--- src/rtl/dual_port_ram_copier.sv ---
// -----------------------------------------------------------------------------
// dual_port_ram_copier
//   Block-copy initiator for a dual-port RAM. Words are read through port 1 and
//   written back through port 2 at one word per clock. The copy follows memmove
//   semantics: overlapping ranges with the destination above the source are
//   copied top-down so that no source word is overwritten before it is read.
//
//   Optional feature macro: DPRC_FILL_EN
//     When defined, adds ports fill/fill_data. A request with fill=1 writes
//     fill_data to dst..dst+len-1 and performs no reads.
//
// Ports
//   clk, rst_n            clock, asynchronous active-low reset
//   start                 request, sampled only while idle
//   src_addr, dst_addr    first source / destination word
//   len                   word count, 0..DEPTH (0 is rejected)
//   busy                  transfer in progress
//   done                  one-cycle completion pulse (also on reject)
//   err                   one-cycle pulse together with done on reject
//   addr_p1, wr_p1,
//   data_p1, out_p1       RAM port 1 (read only, wr_p1/data_p1 tied to 0)
//   addr_p2, data_p2,
//   wr_p2                 RAM port 2 (write only)
//   fill, fill_data       (DPRC_FILL_EN only) fill request and fill value
// -----------------------------------------------------------------------------
module dual_port_ram_copier #(
   parameter int AW = 6,
   parameter int DW = 8
) (
   input  logic          clk,
   input  logic          rst_n,
   input  logic          start,
   input  logic [AW-1:0] src_addr,
   input  logic [AW-1:0] dst_addr,
   input  logic [AW:0]   len,
`ifdef DPRC_FILL_EN
   input  logic          fill,
   input  logic [DW-1:0] fill_data,
`endif
   output logic          busy,
   output logic          done,
   output logic          err,
   output logic [AW-1:0] addr_p1,
   output logic          wr_p1,
   output logic [DW-1:0] data_p1,
   input  logic [DW-1:0] out_p1,
   output logic [AW-1:0] addr_p2,
   output logic [DW-1:0] data_p2,
   output logic          wr_p2
);

   typedef enum logic [1:0] {IDLE, RUN, FINISH} state_t;

   localparam logic [AW:0] DEPTH_W = {1'b1, {AW{1'b0}}};

   state_t        state_reg, state_next;
   logic          busy_reg, busy_next;
   logic          done_reg, done_next;
   logic          err_reg, err_next;
   logic          wr_p2_reg, wr_p2_next;
   logic [AW-1:0] addr_p1_reg, addr_p1_next;
   logic [AW-1:0] addr_p2_reg, addr_p2_next;
   logic [AW-1:0] wr_ptr_reg, wr_ptr_next;
   logic [AW:0]   cnt_reg, cnt_next;
   logic [AW:0]   len_reg, len_next;
   logic          desc_reg, desc_next;

   // request decode (sums are AW+1 bits wide so they cannot overflow)
   logic [AW:0] src_end, dst_end, src_last, dst_last;
   logic        req_fill, run_fill, reject, desc_req;

   assign src_end  = {1'b0, src_addr} + len;
   assign dst_end  = {1'b0, dst_addr} + len;
   assign src_last = src_end - 1'b1;
   assign dst_last = dst_end - 1'b1;
   assign desc_req = (dst_addr > src_addr) && ({1'b0, dst_addr} < src_end);

`ifdef DPRC_FILL_EN
   logic          fill_reg;
   logic [DW-1:0] fill_data_reg;

   assign req_fill = fill;
   assign run_fill = fill_reg;
   assign data_p2  = fill_reg ? fill_data_reg : out_p1;

   // fill parameters are captured only when a request is accepted
   always_ff @(posedge clk or negedge rst_n) begin
      if (!rst_n) begin
         fill_reg      <= 1'b0;
         fill_data_reg <= '0;
      end else if (state_reg == IDLE && start && !reject) begin
         fill_reg      <= fill;
         fill_data_reg <= fill_data;
      end
   end
`else
   assign req_fill = 1'b0;
   assign run_fill = 1'b0;
   assign data_p2  = out_p1;
`endif

   // a fill ignores the source range entirely
   assign reject = (len == '0) || (dst_end > DEPTH_W) ||
                   (!req_fill && (src_end > DEPTH_W));

   always_ff @(posedge clk or negedge rst_n) begin
      if (!rst_n) begin
         state_reg   <= IDLE;
         busy_reg    <= 1'b0;
         done_reg    <= 1'b0;
         err_reg     <= 1'b0;
         wr_p2_reg   <= 1'b0;
         addr_p1_reg <= '0;
         addr_p2_reg <= '0;
         wr_ptr_reg  <= '0;
         cnt_reg     <= '0;
         len_reg     <= '0;
         desc_reg    <= 1'b0;
      end else begin
         state_reg   <= state_next;
         busy_reg    <= busy_next;
         done_reg    <= done_next;
         err_reg     <= err_next;
         wr_p2_reg   <= wr_p2_next;
         addr_p1_reg <= addr_p1_next;
         addr_p2_reg <= addr_p2_next;
         wr_ptr_reg  <= wr_ptr_next;
         cnt_reg     <= cnt_next;
         len_reg     <= len_next;
         desc_reg    <= desc_next;
      end
   end

   always_comb begin
      state_next   = state_reg;
      busy_next    = busy_reg;
      done_next    = 1'b0;
      err_next     = 1'b0;
      wr_p2_next   = 1'b0;
      addr_p1_next = addr_p1_reg;
      addr_p2_next = addr_p2_reg;
      wr_ptr_next  = wr_ptr_reg;
      cnt_next     = cnt_reg;
      len_next     = len_reg;
      desc_next    = desc_reg;

      unique case (state_reg)
         IDLE: begin
            if (start) begin
               if (reject) begin
                  state_next = FINISH;
                  done_next  = 1'b1;
                  err_next   = 1'b1;
               end else begin
                  state_next = RUN;
                  busy_next  = 1'b1;
                  cnt_next   = '0;
                  len_next   = len;
                  if (req_fill) begin
                     // fill writes start immediately: word 0 goes out in cycle 0
                     desc_next    = 1'b0;
                     wr_p2_next   = 1'b1;
                     addr_p2_next = dst_addr;
                     wr_ptr_next  = dst_addr + 1'b1;
                  end else begin
                     desc_next    = desc_req;
                     addr_p1_next = desc_req ? src_last[AW-1:0] : src_addr;
                     wr_ptr_next  = desc_req ? dst_last[AW-1:0] : dst_addr;
                  end
               end
            end
         end

         RUN: begin
            if (run_fill) begin
               if (cnt_reg + 1'b1 == len_reg) begin
                  state_next = FINISH;
                  busy_next  = 1'b0;
                  done_next  = 1'b1;
               end else begin
                  wr_p2_next   = 1'b1;
                  addr_p2_next = wr_ptr_reg;
                  wr_ptr_next  = wr_ptr_reg + 1'b1;
                  cnt_next     = cnt_reg + 1'b1;
               end
            end else if (cnt_reg == len_reg) begin
               // last write is on the bus this cycle
               state_next = FINISH;
               busy_next  = 1'b0;
               done_next  = 1'b1;
            end else begin
               // write word cnt (its read data arrives now), read word cnt+1
               wr_p2_next   = 1'b1;
               addr_p2_next = wr_ptr_reg;
               wr_ptr_next  = desc_reg ? wr_ptr_reg - 1'b1 : wr_ptr_reg + 1'b1;
               // no step past the last word, so the read address never wraps
               if (cnt_reg + 1'b1 < len_reg)
                  addr_p1_next = desc_reg ? addr_p1_reg - 1'b1 : addr_p1_reg + 1'b1;
               cnt_next = cnt_reg + 1'b1;
            end
         end

         FINISH: state_next = IDLE;

         default: state_next = IDLE;
      endcase
   end

   assign busy    = busy_reg;
   assign done    = done_reg;
   assign err     = err_reg;
   assign wr_p2   = wr_p2_reg;
   assign addr_p1 = addr_p1_reg;
   assign addr_p2 = addr_p2_reg;
   assign wr_p1   = 1'b0;
   assign data_p1 = '0;

endmodule

--- config.mk ---
export PLATFORM = sky130hd
export DESIGN_NAME = dual_port_ram_copier
export DESIGN_NICKNAME = d
export VERILOG_FILES = /design/src/rtl/dual_port_ram_copier.sv
export SDC_FILE = /design/constraint.sdc
export NUM_CORES = 1
export LEC_CHECK = 0
export BUFFER_PORTS_ARGS = -buffer_cell sky130_fd_sc_hd__buf_4
export CAP_MARGIN = 20
export CORE_AREA = 2 2 103 105
export CTS_BUF_LIST = sky130_fd_sc_hd__clkbuf_16
export CTS_CLUSTER_SIZE = 12
export DETAILED_ROUTE_END_ITERATION = 7
export DIE_AREA = 0 0 105 107
export SYNTH_ARGS = -nofsm -noshare
export SYNTH_HDL_FRONTEND = slang
export SYNTH_SLANG_ARGS = --single-unit
--- constraint.sdc ---
create_clock -name clk -period 2.7 [get_ports clk]
set_clock_uncertainty 0.05 [all_clocks]
set_input_delay 0.675 -clock clk [delete_from_list [all_inputs] [get_ports clk]]
set_output_delay 0.675 -clock clk [all_outputs]
set_load 0.02 [all_outputs]
==> metrics.csv, run 1 <==
metric,value,unit
"EDFF count, synth",0,
Mapped Avg Cell Area,9.06,µm²
Crit. Startpoint,len[0],
Post-Syn Instances,386,
CTS Root Cell,clkbuf_16,
core box area,10100,µm²
Setup Slack @ Placement,-1.06,ns
Pwr Total,4.42,mW
worst setup path class,in2reg,
count of state elements after synthesis,39,
slowest cell on the critical path,fa_2,
layout cell share with drive strength beyond 1,40.7,%
largest net degree at the start of global routing,40,
worst-skew pair later-pin latency,0.28,ns
die area,11200,µm²
"Critical Path, Cell by Cell",buf_8 -> ha_4 -> fa_2 -> a211oi_2 -> nor2_1 -> xor2_1 -> inv_1 -> ha_4 -> o211a_1 -> a221oi_4 -> o221a_4 -> nor2_2 -> a21oi_2 -> o21ai_1 -> mux2_4,
vias in the first global route,3389,
Total GRT Usage,17.9,%
Max stage delay on crit path,0.37,ns
synth unique cells,55,
Setup crit end kind,flop,
# DRC,0,
Vias/cell,4.97,
Slew @ Worst Pin,0.917,ns
top post-synthesis cells by count,"inv_1 (42), ha_1 (41), dfrtp_1 (39)",
routability cong.,0.873,
HP Class,in2async,
deepest clock path buffer count,2,
Post-synth top flop,dfrtp_1,
1st-pass router iterations,4,
top-count cell post-synth,inv_1,
Clock H-tree levels,2,
outcome,"finished, violations left",
yosys warns,0,
drt first-iter violations,99,
clk slew on worst S/H paths,0.06,ns
WL/cell,15.1,µm
Post-Synthesis Cell Area,3500,µm²
Nets,580,
GRT met2 Usage,32.4,%
biggest area consumer among synthesized cells,dfrtp_1,
global-route wire length before repair,16.2,mm
RSZ-0062 raised after global routing,yes,
num ports,63,
Reg2Reg Launch Point,cnt_reg[0]$_DFFE_PN0P_,
Final Hold Vio Count,0,
number of buffers added on ports,37,
cts bufs inserted,5,
minimum clock period,3.36,ns
Post-CTS Hold Fix Bufs,0,
DIE HEIGHT,107,µm
failing checks,setup timing,
Final Instance Area,5090,µm²
antenna violations before repair,0,
final setup fails,32,
max_slew headroom,38.6,%
grt ovf,0,
grt met1 use,21.9,%
Async SR Flop Fraction,100,%
max-slew violations,0,
Detail Placement HPWL,7.17,mm
Post-Route Utilization,50.5,%
final WL,9.70,mm
Min Hold Slack,0.316,ns
Yosys top cell area share,27.9,%
crit share post-route,124,%
ANT cells,0,
Antenna Nets Post-Route,0,
Cell Rows,37,
Max Freq,0.298,GHz
Crit path arrival time,3.47,ns
"critical path fanouts, max",8,
vias,3189,
"most used cell, CP",ha_4,
required time worst endpoint,2.81,ns
CTS tree,yes,
Syn-to-layout area delta,45.7,%
Leak,2.40,nW
gr busiest metal,met2,
sequential share of the synthesized area,27.9,%
Chip Width,105,µm
max cap viols,0,
Post-DP Area,4420,µm²
met3 GRT Util,2.86,%
post-route setup slack,-0.660,ns
PD cells,867,nW/µm²
peak supply drop,328,µV
Area contributors post-synth,"dfrtp_1 (28%), ha_1 (15%), xnor2_1 (5.3%), mux2_2 (5.2%), inv_1 (4.5%)",
startpoint type of the worst setup path,primary input,
Initial Utilization,34.7,%
TritonCTS sink count,39,
## cell families after synthesis
| family | synth area share, % |
|---|---|
| DFF | 27.9 |
| other | 0.107 |
| buffers and inverters | 9.77 |
| xor gates and xnor gates | 8.52 |
| AOI/OAI and AO/OA | 17.9 |
| and+or+nand+nor | 12.8 |
| muxes | 6.01 |
| adders and majority gates | 17.0 |
## stage by stage
stage | instances | setup TNS (ns)
6_report | 642 | -16.21
5_1_grt | 642 | -20.23
4_1_cts | 640 | -17.07
3_5_place_dp | 613 | -28.05
3_3_place_gp | 613 | -26.85
2_1_floorplan | 394 | -14.41
## power breakdown
part	switching (mW)	internal (mW)	total [mW]
Combinational	1.34	1.38	2.72
Sequential	0.209	0.826	1.03
Clock	0.226	0.431	0.656
Total	1.77	2.64	4.42
## final cells by class
cell class                      instances  area (µm²)
Clock buffer                            5         125
Clock inverter                          3        38.8
Fill cell                             931        5000
Inverter                               42         158
Multi-Input combinational cell        290        2550
Sequential cell                        39         976
Tap cell                              136         170
Timing Repair Buffer                  127        1080
## critical path, delay by kind of cell
kind	cells	cell delay [ns]
adders and majority gates	3	0.75
xor gates and xnor gates	1	0.21
AOI/OAI and AO/OA	6	1.19
buffers and inverters	2	0.22
muxes	1	0.27
and+or+nand+nor	2	0.15
## metal layers
| layer | share of wire [%] | wire [µm] |
|---|---|---|
| met1 | 45 | 4320 |
| met2 | 51 | 4900 |
| met3 | 3.5 | 342 |
| met4 | 1.4 | 138 |
| met5 | 0 | 0 |
## worst paths after layout
| kind | end | slack [ns] | depth (start not counted) |
|---|---|---|---|
| max | addr_p1[4]$_DFFE_PN0P_ | -0.66 | 15 |
| min | len_reg[0]$_DFFE_PN0P_ | 0.32 | 1 |
| max reg2reg | addr_p1[2]$_DFFE_PN0P_ | 0.07 | 9 |
| min reg2reg | addr_p2[4]$_DFFE_PN0P_ | 0.46 | 1 |
| max in group asynchronous | desc_reg$_DFFE_PN0P_ | 1.92 | 1 |
| min in group clk | addr_p2[4]$_DFFE_PN0P_ | 0.46 | 1 |
## placed cells by master (no fill, tap or decap), types with 9 or more instances in the layout
cell type	netlist	layout
buf_4	17	108
inv_1	42	42
dfrtp_1	39	39
ha_1	41	33
nor2_1	31	29
xnor2_1	21	21
nand2_1	16	15
xor2_1	13	13
a21oi_1	20	13
mux2_2	16	13
o21ai_0	23	11
buf_6	3	11
o21ai_1	0	9
a21oi_2	2	9
conb_1	1	9
## repair_timing
action                     CTS  global route
pin swaps                   24            10
cloned                       4             0
setup endpoints to repair   32            32
setup buffers               16             6
hold endpoints to repair     0             0
gates resized for setup     52            17
Note: power is estimated with default switching activity, not from simulation.
==> inputs of run 2 (changes only) <==
- GPL_ROUTABILITY_DRIVEN: unset -> 0
- clock period: 2.7 -> 3.91 ns (I/O delays scaled with it)
==> run 2 against run 1 <==
Compared with the run above: the run now ends clean; highest routed layer unchanged; non-clock buffer count fell by 49; clock-buffer cell count did not move; combinational power fell by 45%; power fell by 41%; critical path type unchanged; wire length fell by 16%.
==> metrics.csv, run 2 (synthesized netlist as in run 1, its figures left out) <==
metric,value,unit
max_slew headroom,34.5,%
final WL,8.15,mm
worst reg2reg setup slack,1.16,ns
Min Hold Slack,0.458,ns
TritonCTS sink count,39,
max cap viols,0,
num ports,63,
PD cells,610,nW/µm²
outcome,"finished, final reports clean",
Chip Width,105,µm
Clock H-tree levels,2,
Syn-to-layout area delta,23.0,%
"critical path fanouts, max",6,
RR Endpoint,addr_p1[2]$_DFFE_PN0P_,
"Endpoint, Worst Hold",addr_p2[0]$_DFFE_PN0P_,
grt ovf,0,
Flop pwr share,27.7,%
final setup fails,0,
vias in the first global route,2841,
WL/cell,13.8,µm
die area,11200,µm²
NetSw,1.08,mW
"most common cell after layout, fill and taps aside",buf_4,
Reg2Reg Launch Point,cnt_reg[0]$_DFFE_PN0P_,
Cell Rows,37,
Inst Count DP,579,
HP Class,reg2reg,
cts bufs inserted,5,
global-route wire length before repair,13.6,mm
Total GRT Usage,14.7,%
combinational fraction of design power,57.3,%
number of buffers added on ports,37,
Max Freq,0.264,GHz
Slew @ Worst Pin,0.979,ns
# DRC,0,
CTS Root Cell,clkbuf_16,
required time worst endpoint,4.03,ns
post-route setup slack,0.127,ns
minimum clock period,3.78,ns
Leak,2.06,nW
internal power,1.55,mW
Non-Filler Instances,591,
Post-DP Area,4100,µm²
Sw Share,41.1,%
FILL cells,1001,
hold_sp,addr_p2[0]$_DFFE_PN0P_,
Final Hold Vio Count,0,
vias,2919,
deepest clock path buffer count,2,
largest net degree at the start of global routing,40,
Crit path arrival time,3.90,ns
CTS tree,yes,
Antenna Nets Post-Route,0,
clk slew on worst S/H paths,0.06,ns
Post-Route Utilization,42.6,%
Detail Placement HPWL,6.59,mm
clock share of power,15.0,%
1st-pass router iterations,4,
worst-skew pair later-pin latency,0.28,ns
max-slew violations,0,
core box area,10100,µm²
worst setup path class,in2reg,
drt first-iter violations,131,
Initial Utilization,34.7,%
Final Instance Area,4300,µm²
most frequent cells in the layout,"buf_4 (75), inv_1 (42), ha_1 (41)",
ANT cells,0,
setup TNS,0,ns
Nets,529,
DIE HEIGHT,107,µm
Reg2Reg Depth,7,
antenna violations before repair,0,
layout cell share with drive strength beyond 1,26.6,%
crit share post-route,96.8,%
Setup crit end kind,flop,
Setup Slack @ Placement,-0.197,ns
Vias/cell,4.94,
peak supply drop,200,µV
worst hold path depth,1,
Pwr Total,2.62,mW
startpoint type of the worst setup path,primary input,
[run 2: final cells by class]
cell class | count | area (µm²) | share of cell area (%)
Clock buffer | 5 | 125 | 2.91
Sequential cell | 39 | 976 | 22.7
Inverter | 42 | 158 | 3.67
Clock inverter | 3 | 20.0 | 0.466
Multi-Input combinational cell | 288 | 2230 | 51.8
Tap cell | 136 | 170 | 3.96
Timing Repair Buffer | 78 | 623 | 14.5
[run 2: what timing repair did]
item,4_1_cts,5_1_grt
gates resized for setup,0,3
setup endpoints to repair,0,11
setup buffers,0,4
hold buffers,0,0
[run 2: worst max-delay path, cell delays in order]
cell      delay [ns]
buf_4           0.13
ha_1            0.20
fa_2            0.36
a211oi_2        0.26
nor2_1          0.09
xor2_1          0.17
inv_1           0.08
ha_1            0.27
o211a_1         0.15
a221oi_2        0.06
o221a_2         0.35
buf_12          0.15
o21ai_0         0.18
a21oi_1         0.08
o21a_1          0.18
or2_1           0.21
[run 2: worst max-delay path by stage]
stage,startpoint,to
6_report,len[0],wr_ptr_reg[5]$_DFFE_PN0P_
3_5_place_dp,len[0],addr_p1[1]$_DFFE_PN0P_
2_1_floorplan,src_addr[0],addr_p1[2]$_DFFE_PN0P_
4_1_cts,len[0],addr_p1[1]$_DFFE_PN0P_
5_1_grt,len[0],wr_ptr_reg[5]$_DFFE_PN0P_
3_3_place_gp,len[0],addr_p1[1]$_DFFE_PN0P_
[run 2: per-layer routing]
metal  up-vias  wire, µm  global-route usage [%]
li1       1464         -                       -
met1      1376      3840                    19.3
met2        71      3920                    25.8
met3         8       299                    1.95
met4         0        87                    3.43
met5         -         0                       0
[run 2: power by group through the flow]
stage | combinational [mW] | clock, mW | sequential (mW)
2_1_floorplan | 1.01 | 0 | 0.782
3_3_place_gp | 1.46 | 0 | 0.729
3_5_place_dp | 1.49 | 0 | 0.738
4_1_cts | 1.50 | 0.407 | 0.730
5_1_grt | 1.68 | 0.422 | 0.756
6_report | 1.50 | 0.395 | 0.727
